===== src/rtl/pipe_hazard_ctrl_pkg.sv =====
// Shared state encoding and register-file constants for the pipeline hazard controller.
package pipe_ctrl_pkg;

    localparam int REG_W = 5;
    localparam logic [4:0] XZR = 5'd31;

    typedef enum logic [1:0] {
        RUN    = 2'd0,
        LSTALL = 2'd1,
        FLUSH  = 2'd2,
        MWAIT  = 2'd3
    } hz_state_e;

endpackage


===== src/rtl/pipe_hazard_ctrl_if.sv =====
// Stage-control bundle between the pipeline datapath (master) and pipe_hazard_ctrl (slave).
// Defining HAZARD_PERF_EN adds the stall_cycles/flush_cycles counters to the bundle.
interface pipe_hazard_ctrl_if #(
    parameter int REG_W = pipe_ctrl_pkg::REG_W
);
    logic [REG_W-1:0] id_rn;
    logic [REG_W-1:0] id_rm;
    logic [REG_W-1:0] ex_rd;
    logic             id_uses_rn;
    logic             id_uses_rm;
    logic             ex_memread;
    logic             ex_regwrite;
    logic             br_taken_ex;
    logic             dmem_busy;

    logic             pc_en;
    logic             ifid_en;
    logic             ifid_flush;
    logic             idex_en;
    logic             idex_bubble;
    logic             exmem_en;
    logic             memwb_en;
    logic [1:0]       state;
`ifdef HAZARD_PERF_EN
    logic [31:0]      stall_cycles;
    logic [31:0]      flush_cycles;
`endif

    modport master (
`ifdef HAZARD_PERF_EN
        input  stall_cycles, flush_cycles,
`endif
        output id_rn, id_rm, ex_rd, id_uses_rn, id_uses_rm,
        output ex_memread, ex_regwrite, br_taken_ex, dmem_busy,
        input  pc_en, ifid_en, ifid_flush, idex_en, idex_bubble,
        input  exmem_en, memwb_en, state
    );

    modport slave (
`ifdef HAZARD_PERF_EN
        output stall_cycles, flush_cycles,
`endif
        input  id_rn, id_rm, ex_rd, id_uses_rn, id_uses_rm,
        input  ex_memread, ex_regwrite, br_taken_ex, dmem_busy,
        output pc_en, ifid_en, ifid_flush, idex_en, idex_bubble,
        output exmem_en, memwb_en, state
    );

endinterface


===== src/rtl/pipe_hazard_ctrl_load_use_detect.sv =====
// Combinational load-use compare between the load in EX and the sources of the ID instruction.
module load_use_detect
    import pipe_ctrl_pkg::*;
#(
    parameter int REG_W = pipe_ctrl_pkg::REG_W
) (
    input  logic [REG_W-1:0] id_rn,
    input  logic [REG_W-1:0] id_rm,
    input  logic [REG_W-1:0] ex_rd,
    input  logic             id_uses_rn,
    input  logic             id_uses_rm,
    input  logic             ex_memread,
    input  logic             ex_regwrite,
    output logic             haz
);

    // XZR reads as zero, so a load targeting it never feeds a real value forward.
    assign haz = ex_memread & ex_regwrite & (ex_rd != REG_W'(XZR)) &
                 ((id_uses_rn & (id_rn == ex_rd)) | (id_uses_rm & (id_rm == ex_rd)));

endmodule


===== src/rtl/pipe_hazard_ctrl.sv =====
// Stall/flush sequencer for the 5-stage pipeline: load-use bubbles, branch flushes, dmem freezes.
// Optional HAZARD_PERF_EN macro adds saturating stall/flush cycle counters.
module pipe_hazard_ctrl
    import pipe_ctrl_pkg::*;
#(
    parameter int LOAD_STALL  = 1,
    parameter int FLUSH_DEPTH = 1,
    parameter int REG_W       = pipe_ctrl_pkg::REG_W
) (
    input logic               clk,
    input logic               reset,
    pipe_hazard_ctrl_if.slave bus
);

    localparam logic [1:0] LS_INIT = 2'((LOAD_STALL  > 1) ? LOAD_STALL  - 2 : 0);
    localparam logic [1:0] FD_INIT = 2'((FLUSH_DEPTH > 1) ? FLUSH_DEPTH - 2 : 0);

    hz_state_e  cur_state;
    logic [1:0] cnt;
    logic       haz;

    logic pc_en, ifid_en, ifid_flush, idex_en, idex_bubble, exmem_en, memwb_en;

    load_use_detect #(.REG_W(REG_W)) u_load_use_detect (
        .id_rn       (bus.id_rn),
        .id_rm       (bus.id_rm),
        .ex_rd       (bus.ex_rd),
        .id_uses_rn  (bus.id_uses_rn),
        .id_uses_rm  (bus.id_uses_rm),
        .ex_memread  (bus.ex_memread),
        .ex_regwrite (bus.ex_regwrite),
        .haz         (haz)
    );

    // cnt holds the extra stall/flush cycles still owed after the current one.
    always_ff @(posedge clk) begin
        if (!reset) begin
            cur_state <= RUN;
            cnt       <= '0;
        end else begin
            case (cur_state)
                RUN: begin
                    if (bus.dmem_busy) begin
                        cur_state <= MWAIT;
                    end else if (bus.br_taken_ex) begin
                        if (FLUSH_DEPTH > 1) begin
                            cur_state <= FLUSH;
                            cnt       <= FD_INIT;
                        end
                    end else if (haz) begin
                        if (LOAD_STALL > 1) begin
                            cur_state <= LSTALL;
                            cnt       <= LS_INIT;
                        end
                    end
                end
                LSTALL, FLUSH: begin
                    if (bus.dmem_busy) begin
                        cur_state <= MWAIT;
                        cnt       <= '0;
                    end else if (cnt == 2'd0) begin
                        cur_state <= RUN;
                    end else begin
                        cnt <= cnt - 2'd1;
                    end
                end
                MWAIT: begin
                    if (!bus.dmem_busy) cur_state <= RUN;
                end
            endcase
        end
    end

    // A busy data memory freezes every stage regardless of state; the branch beats the load-use hazard.
    always_comb begin
        pc_en       = 1'b1;
        ifid_en     = 1'b1;
        idex_en     = 1'b1;
        exmem_en    = 1'b1;
        memwb_en    = 1'b1;
        ifid_flush  = 1'b0;
        idex_bubble = 1'b0;
        if (!reset) begin
            {pc_en, ifid_en, idex_en, exmem_en, memwb_en} = 5'b00000;
            ifid_flush  = 1'b1;
            idex_bubble = 1'b1;
        end else if (bus.dmem_busy) begin
            {pc_en, ifid_en, idex_en, exmem_en, memwb_en} = 5'b00000;
        end else begin
            case (cur_state)
                RUN: begin
                    if (bus.br_taken_ex) begin
                        ifid_flush  = 1'b1;
                        idex_bubble = 1'b1;
                    end else if (haz) begin
                        pc_en       = 1'b0;
                        ifid_en     = 1'b0;
                        idex_bubble = 1'b1;
                    end
                end
                LSTALL: begin
                    pc_en       = 1'b0;
                    ifid_en     = 1'b0;
                    idex_bubble = 1'b1;
                end
                FLUSH: begin
                    ifid_flush  = 1'b1;
                    idex_bubble = 1'b1;
                end
                default: begin
                end
            endcase
        end
    end

    assign bus.pc_en       = pc_en;
    assign bus.ifid_en     = ifid_en;
    assign bus.ifid_flush  = ifid_flush;
    assign bus.idex_en     = idex_en;
    assign bus.idex_bubble = idex_bubble;
    assign bus.exmem_en    = exmem_en;
    assign bus.memwb_en    = memwb_en;
    assign bus.state       = cur_state;

`ifdef HAZARD_PERF_EN
    logic [31:0] stall_cycles;
    logic [31:0] flush_cycles;

    always_ff @(posedge clk) begin
        if (!reset) begin
            stall_cycles <= '0;
            flush_cycles <= '0;
        end else begin
            if (!pc_en && (stall_cycles != 32'hFFFF_FFFF)) stall_cycles <= stall_cycles + 32'd1;
            if (ifid_flush && (flush_cycles != 32'hFFFF_FFFF)) flush_cycles <= flush_cycles + 32'd1;
        end
    end

    assign bus.stall_cycles = stall_cycles;
    assign bus.flush_cycles = flush_cycles;
`endif

endmodule

===== src/flat_wrapper.sv =====
// flat-port wrapper written by rule: the top's interface ports become plain ports
module pipe_hazard_ctrl_flat import pipe_ctrl_pkg::*;
#(
    parameter int LOAD_STALL  = 1,
    parameter int FLUSH_DEPTH = 1,
    parameter int REG_W       = pipe_ctrl_pkg::REG_W
)
  (clk, reset, bus_id_rn, bus_id_rm, bus_ex_rd, bus_id_uses_rn, bus_id_uses_rm, bus_ex_memread, bus_ex_regwrite, bus_br_taken_ex, bus_dmem_busy, bus_pc_en, bus_ifid_en, bus_ifid_flush, bus_idex_en, bus_idex_bubble, bus_exmem_en, bus_memwb_en, bus_state);
  pipe_hazard_ctrl_if #(.REG_W(REG_W)) bus_i ();
  input logic clk;
  input logic reset;
  input wire logic [$bits(bus_i.id_rn)-1:0] bus_id_rn;
  input wire logic [$bits(bus_i.id_rm)-1:0] bus_id_rm;
  input wire logic [$bits(bus_i.ex_rd)-1:0] bus_ex_rd;
  input wire logic [$bits(bus_i.id_uses_rn)-1:0] bus_id_uses_rn;
  input wire logic [$bits(bus_i.id_uses_rm)-1:0] bus_id_uses_rm;
  input wire logic [$bits(bus_i.ex_memread)-1:0] bus_ex_memread;
  input wire logic [$bits(bus_i.ex_regwrite)-1:0] bus_ex_regwrite;
  input wire logic [$bits(bus_i.br_taken_ex)-1:0] bus_br_taken_ex;
  input wire logic [$bits(bus_i.dmem_busy)-1:0] bus_dmem_busy;
  output wire logic [$bits(bus_i.pc_en)-1:0] bus_pc_en;
  output wire logic [$bits(bus_i.ifid_en)-1:0] bus_ifid_en;
  output wire logic [$bits(bus_i.ifid_flush)-1:0] bus_ifid_flush;
  output wire logic [$bits(bus_i.idex_en)-1:0] bus_idex_en;
  output wire logic [$bits(bus_i.idex_bubble)-1:0] bus_idex_bubble;
  output wire logic [$bits(bus_i.exmem_en)-1:0] bus_exmem_en;
  output wire logic [$bits(bus_i.memwb_en)-1:0] bus_memwb_en;
  output wire logic [$bits(bus_i.state)-1:0] bus_state;
  assign bus_i.id_rn = bus_id_rn;
  assign bus_i.id_rm = bus_id_rm;
  assign bus_i.ex_rd = bus_ex_rd;
  assign bus_i.id_uses_rn = bus_id_uses_rn;
  assign bus_i.id_uses_rm = bus_id_uses_rm;
  assign bus_i.ex_memread = bus_ex_memread;
  assign bus_i.ex_regwrite = bus_ex_regwrite;
  assign bus_i.br_taken_ex = bus_br_taken_ex;
  assign bus_i.dmem_busy = bus_dmem_busy;
  assign bus_pc_en = bus_i.pc_en;
  assign bus_ifid_en = bus_i.ifid_en;
  assign bus_ifid_flush = bus_i.ifid_flush;
  assign bus_idex_en = bus_i.idex_en;
  assign bus_idex_bubble = bus_i.idex_bubble;
  assign bus_exmem_en = bus_i.exmem_en;
  assign bus_memwb_en = bus_i.memwb_en;
  assign bus_state = bus_i.state;
  pipe_hazard_ctrl #(.LOAD_STALL(LOAD_STALL), .FLUSH_DEPTH(FLUSH_DEPTH), .REG_W(REG_W)) u_core (.clk(clk), .reset(reset), .bus(bus_i));
endmodule

===== config.mk =====
export PLATFORM = sky130hd
export DESIGN_NAME = pipe_hazard_ctrl_flat
export DESIGN_NICKNAME = d
export VERILOG_FILES = /design/src/rtl/pipe_hazard_ctrl_pkg.sv /design/src/rtl/pipe_hazard_ctrl_if.sv /design/src/rtl/pipe_hazard_ctrl_load_use_detect.sv /design/src/rtl/pipe_hazard_ctrl.sv /design/src/flat_wrapper.sv
export SDC_FILE = /design/constraint.sdc
export NUM_CORES = 1
export LEC_CHECK = 0
export ABC_AREA = 1
export CAP_MARGIN = 20
export CORE_AREA = 3 3 40 42
export DETAILED_ROUTE_END_ITERATION = 7
export DIE_AREA = 0 0 43 45
export GPL_TIMING_DRIVEN = 0
export PLACE_DENSITY = 0.68
export SLEW_MARGIN = 20
export SYNTH_ARGS = -nofsm -noshare
export SYNTH_HDL_FRONTEND = slang
export SYNTH_SLANG_ARGS = --single-unit

===== constraint.sdc =====
create_clock -name clk -period 2.1 [get_ports clk]
set_input_delay 0.42 -clock clk [delete_from_list [all_inputs] [get_ports clk]]
set_output_delay 0.42 -clock clk [all_outputs]
set_load 0.01 [all_outputs]

==> qor.yml, run 1 <==
grt_pass1_vias: 401
pin_count: 32
grt_pass1_wl_mm: 1.52
synth_area_sq_um: 322
min_period_ps: 2020
busiest_layer: "met2"
clk_pin_slew_worst_paths_ps: 0
ir_worst_vdd_uv: 122
synth_cell_types: 9
gr-total-overflow: 0
ant_nets: 0
track_usage_pct: 9.37
syn_area_per_cell_sq_um: 4.29
synth_cells: 75
hold_buffers: 0
fmax_ghz: 0.495
antenna_found_initial: 0
diodes: 0
largest_register_ffs: 1
use_met1_pct: 14.0
io_buffer_count: 31
grt_max_degree: 5
min_path_cells: 3
rows: 13
drive_above_1_share_pct: 10.3
synth_area_leader_cell: "nand2_1"
crit_slowest_cell: "clkdlybuf4s50_1"
crit_path_cell_trace: "clkdlybuf4s50_1, nand2_1, nor2_1, nand3_1, nand2_1, nand3_1, nand2_1, inv_1, buf_4, buf_6"
synth_seq_cells: 1
place_ws_ps: -483
synth_top_area_share_pct: 39.7
instances_no_fill: 122
wl_per_cell_um: 8.39
max_stage_delay_ps: 460
die_width_um: 43
cellLeakagePower_nw: 0.503
drt_iter0_drc: 2
final_util_pct: 52.4
start_kind: "input pin"
cp_data_arrival_time_ps: 1600
fp.coreArea_sq_um: 1280
status: "finished, final reports clean"
setup_ws_ps: 79.9
min_from: "bus_dmem_busy"
detailed_place_hpwl_um: 861
setup_viol: 0
ys_warn_count: 0
dp.cells: 121
grt_use_met3_pct: 0
path_class: "in2out"
routed_wl_mm: 1.02
crit_path_frequent_cell: "nand2_1"
max-slew-margin-rel_pct: 87.8
cp.buffers_inverters: 4
routed_via_density: 4.00
post-route-drc-count: 0
met2_usage_pct: 16.2
crit_fanout: 2
dieArea_sq_um: 1940
drtPass1Iterations: 4
rsz0062_at_grt: "true"
cp-end-kind: "output port"
finalMaxSlewViolations: 0
p_total_w: 0.000127
min_to: "u_core.bus.state[0]"
ys_top_cells_by_area: "nand2_1 (40%), inv_1 (20%), nor2_1 (13%)"
cpLargestDelayFamily: "buffers and inverters"
cellPowerDensity_nw_per_um2: 189
die_height_um: 45
start_util_pct: 25.0
syn_to_final_growth_pct: 109
synth_fp_nets: 98
fin_crit_sh_pct: 96.2
hold_viol: 0
min_path_type: "in2reg"
nets: 132
cp.required_ps: 1680
worst_slew_pin_slew_ps: 182
seq_area_frac_synth_pct: 6.23
vias: 488
maxCapViolations: 0
fin_setup_tns_ps: 0
place_congestion: 0.692
critical_path_depth: 10
-- power by group --
part / internal (W) / leakage [nW] / switching, W / total (W)
registers: 0.0000204 / 0.00834 / 0.00000101 / 0.0000215
clock network: 0 / 0 / 0 / 0
logic: 0.0000602 / 0.495 / 0.0000454 / 0.000106
total: 0.0000806 / 0.503 / 0.0000464 / 0.000127
-- stage by stage --
stage	hold slack [ps]	cell area, sq um
after floorplan	513	322
after global placement	989	651
after detailed placement	998	651
after CTS	842	639
after global routing	906	673
final	849	673
-- cell type report --
cell class                      count  area, sq um
Fill cell                         142          612
Buffer                              4         30.0
Sequential cell                     1         20.0
Multi-Input combinational cell     52          211
Tap cell                           15         18.8
Timing Repair Buffer               32          325
Inverter                           18         67.6
-- cells in the final DEF (no fill, tap or decap) --
cell             count
clkdlybuf4s50_1      8
buf_4                5
nand2_1             34
inv_1               16
buf_6                1
buf_2                2
nand3_1              4
nor2_1              10
dlygate4sd2_1        9
inv_2                2
nor2_4               1
nor3_1               1
dlymetal6s2s_1      11
dfxtp_1              1
a21oi_1              2
-- cells by family (layout without fill, tap and decap cells) --
kind of cell / after synthesis / after routing / synth area share [%]
compound gates: 2 / 2 / 3.11
buf+inv: 22 / 54 / 30.3
flops: 1 / 1 / 6.23
simple gates: 50 / 50 / 60.3
-- layer usage --
metal	part of all wire [%]	wire (um)
met3	6.7	69
met5	0	0
met1	44	453
met4	0	0
met2	49	500
-- Yosys cell counts (all sizes together) --
| master | number |
|---|---|
| inv | 18 |
| nand2 | 34 |
| dfxtp | 1 |
| a21oi | 2 |
| buf | 4 |
| nand3 | 4 |
| nor2 | 11 |
| nor3 | 1 |
-- timing repair --
item / in CTS / in global routing
resized for setup: 23 / 13
cloned: 0 / 0
setup endpoints to repair: 6 / 5
pin swaps: 2 / 10
setup buffers: 1 / 0
-- worst max path at each step --
stage                    from        end  slack [ps]
2_1_floorplan    bus_ex_rd[3]  bus_pc_en         580
3_3_place_gp     bus_ex_rd[0]  bus_pc_en        -500
3_5_place_dp     bus_ex_rd[0]  bus_pc_en        -480
4_1_cts          bus_id_rm[4]  bus_pc_en         -40
5_1_grt        bus_id_uses_rn  bus_pc_en         -20
6_report       bus_id_uses_rm  bus_pc_en          80
(Power assumes the default switching activity.)
==> inputs of run 2 (changes only) <==
CORE_AREA = 2 2 39 41   (was 3 3 40 42)
DIE_AREA = 0 0 41 43   (was 0 0 43 45)
PLACE_DENSITY = 0.71   (was 0.68)
clock period = 1.7 ns   (was 2.1 ns; I/O delays follow)
==> run 2 against run 1 <==
Against the previous run:
- combinational power increased by 19%
- sequential power grew 25%
- worst setup slack lost 4.5 ps
- final area decreased by 9.3%
- cell count rose by 0.82%
- wire length is 8.8% lower
- global-route usage rose by 2.1 points
- sequential cell count unchanged
- via count is 0.20% lower
- total power is 20% higher
- sequential share of layout area rose by 0.30 points
==> qor.yml, run 2 (synthesized netlist as in run 1, its figures left out) <==
die_height_um: 43  # was 45 um
routed_via_density: 3.96  # was 4.00
grt_pass1_wl_mm: 1.54  # was 1.52 mm
pin_count: 32  # unchanged
start_kind: "input pin"  # unchanged
nets: 132  # unchanged
gr-total-overflow: 0  # unchanged
hold_viol: 0  # unchanged
grt_pass1_vias: 405  # was 401
wl_per_cell_um: 7.59  # was 8.39 um
fin_setup_tns_ps: 0  # unchanged
drtPass1Iterations: 4  # unchanged
clk_pin_slew_worst_paths_ps: 0  # about the same
antenna_found_initial: 0  # unchanged
placed_cell_area_sq_um: 652  # was 651 sq um
drive_above_1_share_pct: 30.8  # was 10.3%
seq_area_sq_um: 20.0  # unchanged
grt_max_degree: 5  # unchanged
cp-end-kind: "output port"  # unchanged
rsz0062_at_grt: "true"  # unchanged
start_util_pct: 23.2  # was 25.0%
multi_input_comb_area_sq_um: 226  # was 211 sq um
io_buffer_count: 31  # unchanged
fin_crit_sh_pct: 95.6
drt_iter0_drc: 7  # was 2
min_period_ps: 1620
diodes: 0  # unchanged
die_width_um: 41  # was 43 um
routed_wl_um: 933  # was 1.02 mm
fp.coreArea_sq_um: 1380  # was 1280 sq um
crit_fanout: 2  # unchanged
vias: 487  # was 488
place_congestion: 0.727  # was 0.692
max-slew-margin-rel_pct: 87.5  # was 87.8%
status: "finished, final reports clean"  # unchanged
final_cell_mix: "nand2_1 (34), inv_1 (13), clkbuf_2 (11)"  # was nand2_1 (34), inv_1 (16), dlymetal6s2s_1 (11)
rows: 14  # was 13
track_usage_pct: 11.5  # was 9.37%
final_area_sq_um: 611  # was 673 sq um
cp_data_arrival_time_ps: 1280  # was 1600 ps
place_ws_ps: -711  # was -483 ps
ir_worst_vdd_uv: 163  # was 122 uV
cellLeakagePower_nw: 0.424  # was 0.503 nW
min_path_type: "in2reg"  # unchanged
cp.required_ps: 1360  # was 1680 ps
setup_ws_ps: 75.5  # was 79.9 ps
fmax_ghz: 0.616
fillCellCount: 160  # was 142
hold_buffers: 0  # unchanged
worst_slew_pin_slew_ps: 187  # was 182 ps
detailed_place_hpwl_um: 766  # was 861 um
path_class: "in2out"  # unchanged
largest_register_ffs: 1  # unchanged
finalMaxSlewViolations: 0  # unchanged
setup_viol: 0  # unchanged
maxCapViolations: 0  # unchanged
dieArea_sq_um: 1760  # was 1940 sq um
ant_nets: 0  # unchanged
p_total_w: 0.000152  # was 0.000127 W
layout_commonest_cell: "nand2_1"  # unchanged
syn_to_final_growth_pct: 89.9  # was 109%
fin_worst_hold_slack_ps: 608  # was 849 ps
cellPowerDensity_nw_per_um2: 250  # was 189 nW/um^2
post-route-drc-count: 0  # unchanged
run 2: cell count changes in the layout (fill, tap and decap cells not counted), moves of 3 or more:
cell	delta
dlymetal6s2s_1	-8
inv_2	+3
clkdlybuf4s50_1	-5
dlygate4sd2_1	-4
clkbuf_2	+11
inv_1	-3
run 2: where the power goes:
group,total [W],leakage [nW],switching (W),internal (W)
Sequential,0.0000268,0.00834,0.00000156,0.0000253
Clock,0,0,0,0
Combinational,0.000126,0.415,0.0000591,0.0000664
run 2: metal layers:
| layer | global-route usage, % | routed length, um |
|---|---|---|
| met1 | 16.5 | 387 |
| met2 | 19.1 | 475 |
| met3 | 1.05 | 70 |
| met4 | 0 | 0 |
| met5 | 0 | 0 |
run 2: cell type report:
class                   count  area share, %
repair buffers             32           39.8
multi-input cells          52           37.1
plain buffers               4           5.53
inverters                  18           11.1
flip-flops and latches      1           3.28
well taps                  16           3.28
run 2: worst max-delay path, stage by stage:
cell and delay, ps:
clkdlybuf4s50_1 430, nor2_1 100, nand3_1 80, nand2_1 80, inv_2 40, buf_6 100
buf_6 110
run 2: final timing paths:
kind	start	depth (start not counted)	slack, ps	to
hold / removal	reset	3	610	u_core.bus.state[0]
setup / recovery	bus_br_taken_ex	7	80	bus_pc_en
run 2: metrics by stage:
| step | instances | util [%] |
|---|---|---|
| 2_1_floorplan | 75 | - |
| 3_3_place_gp | 122 | 47.1 |
| 3_5_place_dp | 122 | 47.1 |
| 4_1_cts | 123 | 47.8 |
| 5_1_grt | 123 | 44.1 |
| 6_report | 123 | 44.1 |
run 2: repair_timing:
action / in CTS / in global routing
setup buffers: 1 / 0
gates resized for setup: 49 / 39
pin swaps: 12 / 14
endpoints found under the setup margin: 7 / 6
cloned: 0 / 0
==> inputs of run 3 (changes only) <==
clock period = 1.3 ns   (was 1.7 ns; I/O delays follow)
==> run 3 against run 2 <==
Against the previous run:
- the run now ends with setup timing left
- first-iteration DRC count shrank 14%
- final area grew 18%
- hold slack lost 25 ps
- sequential cell count is the same
- total power grew 55%
- sequential power grew 32%
- largest power group unchanged
- highest routed layer unchanged
==> qor.yml, run 3 (synthesized netlist as in run 1, its figures left out) <==
path_class: "in2out"  # unchanged
hold_buffers: 0  # unchanged
worstSetupStartpoint: "bus_ex_rd[0]"  # was bus_br_taken_ex
setup_viol: 2  # was 0
layout_commonest_cell: "nand2_1"  # unchanged
use_met1_pct: 17.8  # was 16.5%
crit_path_frequent_cell: "nand2_1"  # was buf_6
min_from: "reset"  # unchanged
track_usage_pct: 12.5  # was 11.5%
drt_iter0_drc: 6  # was 7
fp.coreArea_sq_um: 1380  # unchanged
worst_slew_pin_slew_ps: 167  # was 187 ps
cp.buffers_inverters: 5  # was 4
nets: 133  # was 132
max_stage_delay_ps: 110  # was 430 ps
crit_path_cell_trace: "buf_6, inv_2, nand2_1, nand2_1, nor2_1, nand3_1, nand2_1, nand3_1, nand2_1, inv_2, buf_6, buf_6"  # was clkdlybuf4s50_1, nor2_1, nand3_1, nand2_1, inv_2, buf_6, buf_6
drtPass1Iterations: 4  # unchanged
grt_pass1_wl_mm: 1.67  # was 1.54 mm
maxCapViolations: 0  # unchanged
io_buffer_count: 31  # unchanged
grt_use_met3_pct: 1.05  # unchanged
clockPowerShare_pct: 0  # about the same
fmax_ghz: 0.705
die_height_um: 43  # unchanged
min_path_type: "in2reg"  # unchanged
cp.required_ps: 1040  # was 1360 ps
dp.cells: 122  # unchanged
crit_fanout: 4  # was 2
detailed_place_hpwl_um: 766  # unchanged
setup_ws_ps: -119  # was 75.5 ps
p_total_w: 0.000237  # was 0.000152 W
routed_via_density: 4.03  # was 3.96
largest_register_ffs: 1  # unchanged
cp-end-kind: "output port"  # unchanged
place_congestion: 0.727  # unchanged
wl_per_cell_um: 7.96  # was 7.59 um
cpLargestDelayFamily: "simple AND/OR/NAND/NOR gates"  # was buffers and inverters
cp_data_arrival_time_ps: 1160  # was 1280 ps
clk_pin_slew_worst_paths_ps: 0  # about the same
status: "finished with violations"  # was finished, final reports clean
final_cell_mix: "nand2_1 (30), buf_6 (14), inv_1 (10)"  # was nand2_1 (34), inv_1 (13), clkbuf_2 (11)
min_period_ps: 1420
rows: 14  # unchanged
hold_viol: 0  # unchanged
grt_max_degree: 5  # unchanged
routed_wl_um: 987  # was 933 um
drive_above_1_share_pct: 42.6  # was 30.8%
ir_worst_vdd_uv: 223  # was 163 uV
max-slew-margin-rel_pct: 88.8  # was 87.5%
fin_worst_hold_slack_ps: 583  # was 608 ps
violations: "setup timing"
cellPowerDensity_nw_per_um2: 329  # was 250 nW/um^2
fin_crit_sh_pct: 109
p_switching_w: 0.0000856  # was 0.0000607 W
start_kind: "input pin"  # unchanged
p_int_w: 0.000151  # was 0.0000917 W
grt_pass1_vias: 426  # was 405
cellLeakagePower_nw: 0.428  # was 0.424 nW
power.share.sequential_pct: 14.9  # was 17.6%
crit_slowest_cell: "buf_6"  # was clkdlybuf4s50_1
dieArea_sq_um: 1760  # unchanged
busiest_layer: "met2"  # unchanged
swShare_pct: 36.2  # was 39.8%
die_width_um: 41  # unchanged
finalMaxSlewViolations: 0  # unchanged
ant_nets: 0  # unchanged
post-route-drc-count: 0  # unchanged
met2_usage_pct: 20.9  # was 19.1%
vias: 500  # was 487
diodes: 0  # unchanged
place_ws_ps: -951  # was -711 ps
antenna_found_initial: 0  # unchanged
rsz0062_at_grt: "true"  # unchanged
syn_to_final_growth_pct: 124  # was 89.9%
pin_count: 32  # unchanged
gr-total-overflow: 0  # unchanged
pwr-share-comb_pct: 85.1  # was 82.4%
instances_no_fill: 124  # was 123
start_util_pct: 23.2  # unchanged
[run 3: changes by cell type in the layout (fill, tap and decap cells not counted), moves of 2 or more]
cell,delta
buf_4,-2
inv_1,-3
clkdlybuf4s15_1,+2
clkbuf_2,-11
nand2_1,-4
buf_6,+12
dlymetal6s2s_1,-3
inv_2,+2
clkdlybuf4s15_2,+3
buf_8,+2
nand2_2,+4
[run 3: worst paths after layout]
| check | to | slack, ps | depth (start not counted) |
|---|---|---|---|
| max | bus_pc_en | -120 | 12 |
| min | u_core.bus.state[0] | 580 | 3 |
[run 3: layer usage]
layer  vias to the layer above  part of all wire, %
met5                         -                    0
met4                         0                    0
met3                         0                  7.9
met2                        19                   53
met1                       203                   39
li1                        278                    -
[run 3: final cells by class]
type	count	area (sq um)
Multi-Input combinational cell	52	239
Buffer	4	33.8
Inverter	18	70.1
Sequential cell	1	21.3
Timing Repair Buffer	33	335
Tap cell	16	20.0
Fill cell	145	664
[run 3: timing repair]
item,in CTS,in global routing
buffers inserted,2,0
resized for setup,121,11
pin swaps,29,14
setup endpoints to repair,7,6
[run 3: per-stage QoR]
| stage | area, sq um | TNS, ps | util (%) |
|---|---|---|---|
| after CTS | 683 | -151 | 49.4 |
| after detailed placement | 652 | -4870 | 47.1 |
| after global routing | 719 | -436 | 52.0 |
| after floorplan | 322 | 0 | - |
| final | 719 | -136 | 52.0 |
| after global placement | 652 | -4860 | 47.1 |
[run 3: power groups by stage]
| stage | combinational [W] | sequential [W] | clock [W] |
|---|---|---|---|
| 4_1_cts | 0.000189 | 0.0000350 | 0 |
| 5_1_grt | 0.000224 | 0.0000356 | 0 |
| 3_3_place_gp | 0.000182 | 0.0000346 | 0 |
| 2_1_floorplan | 0.0000698 | 0.0000352 | 0 |
| 6_report | 0.000202 | 0.0000353 | 0 |
| 3_5_place_dp | 0.000184 | 0.0000346 | 0 |
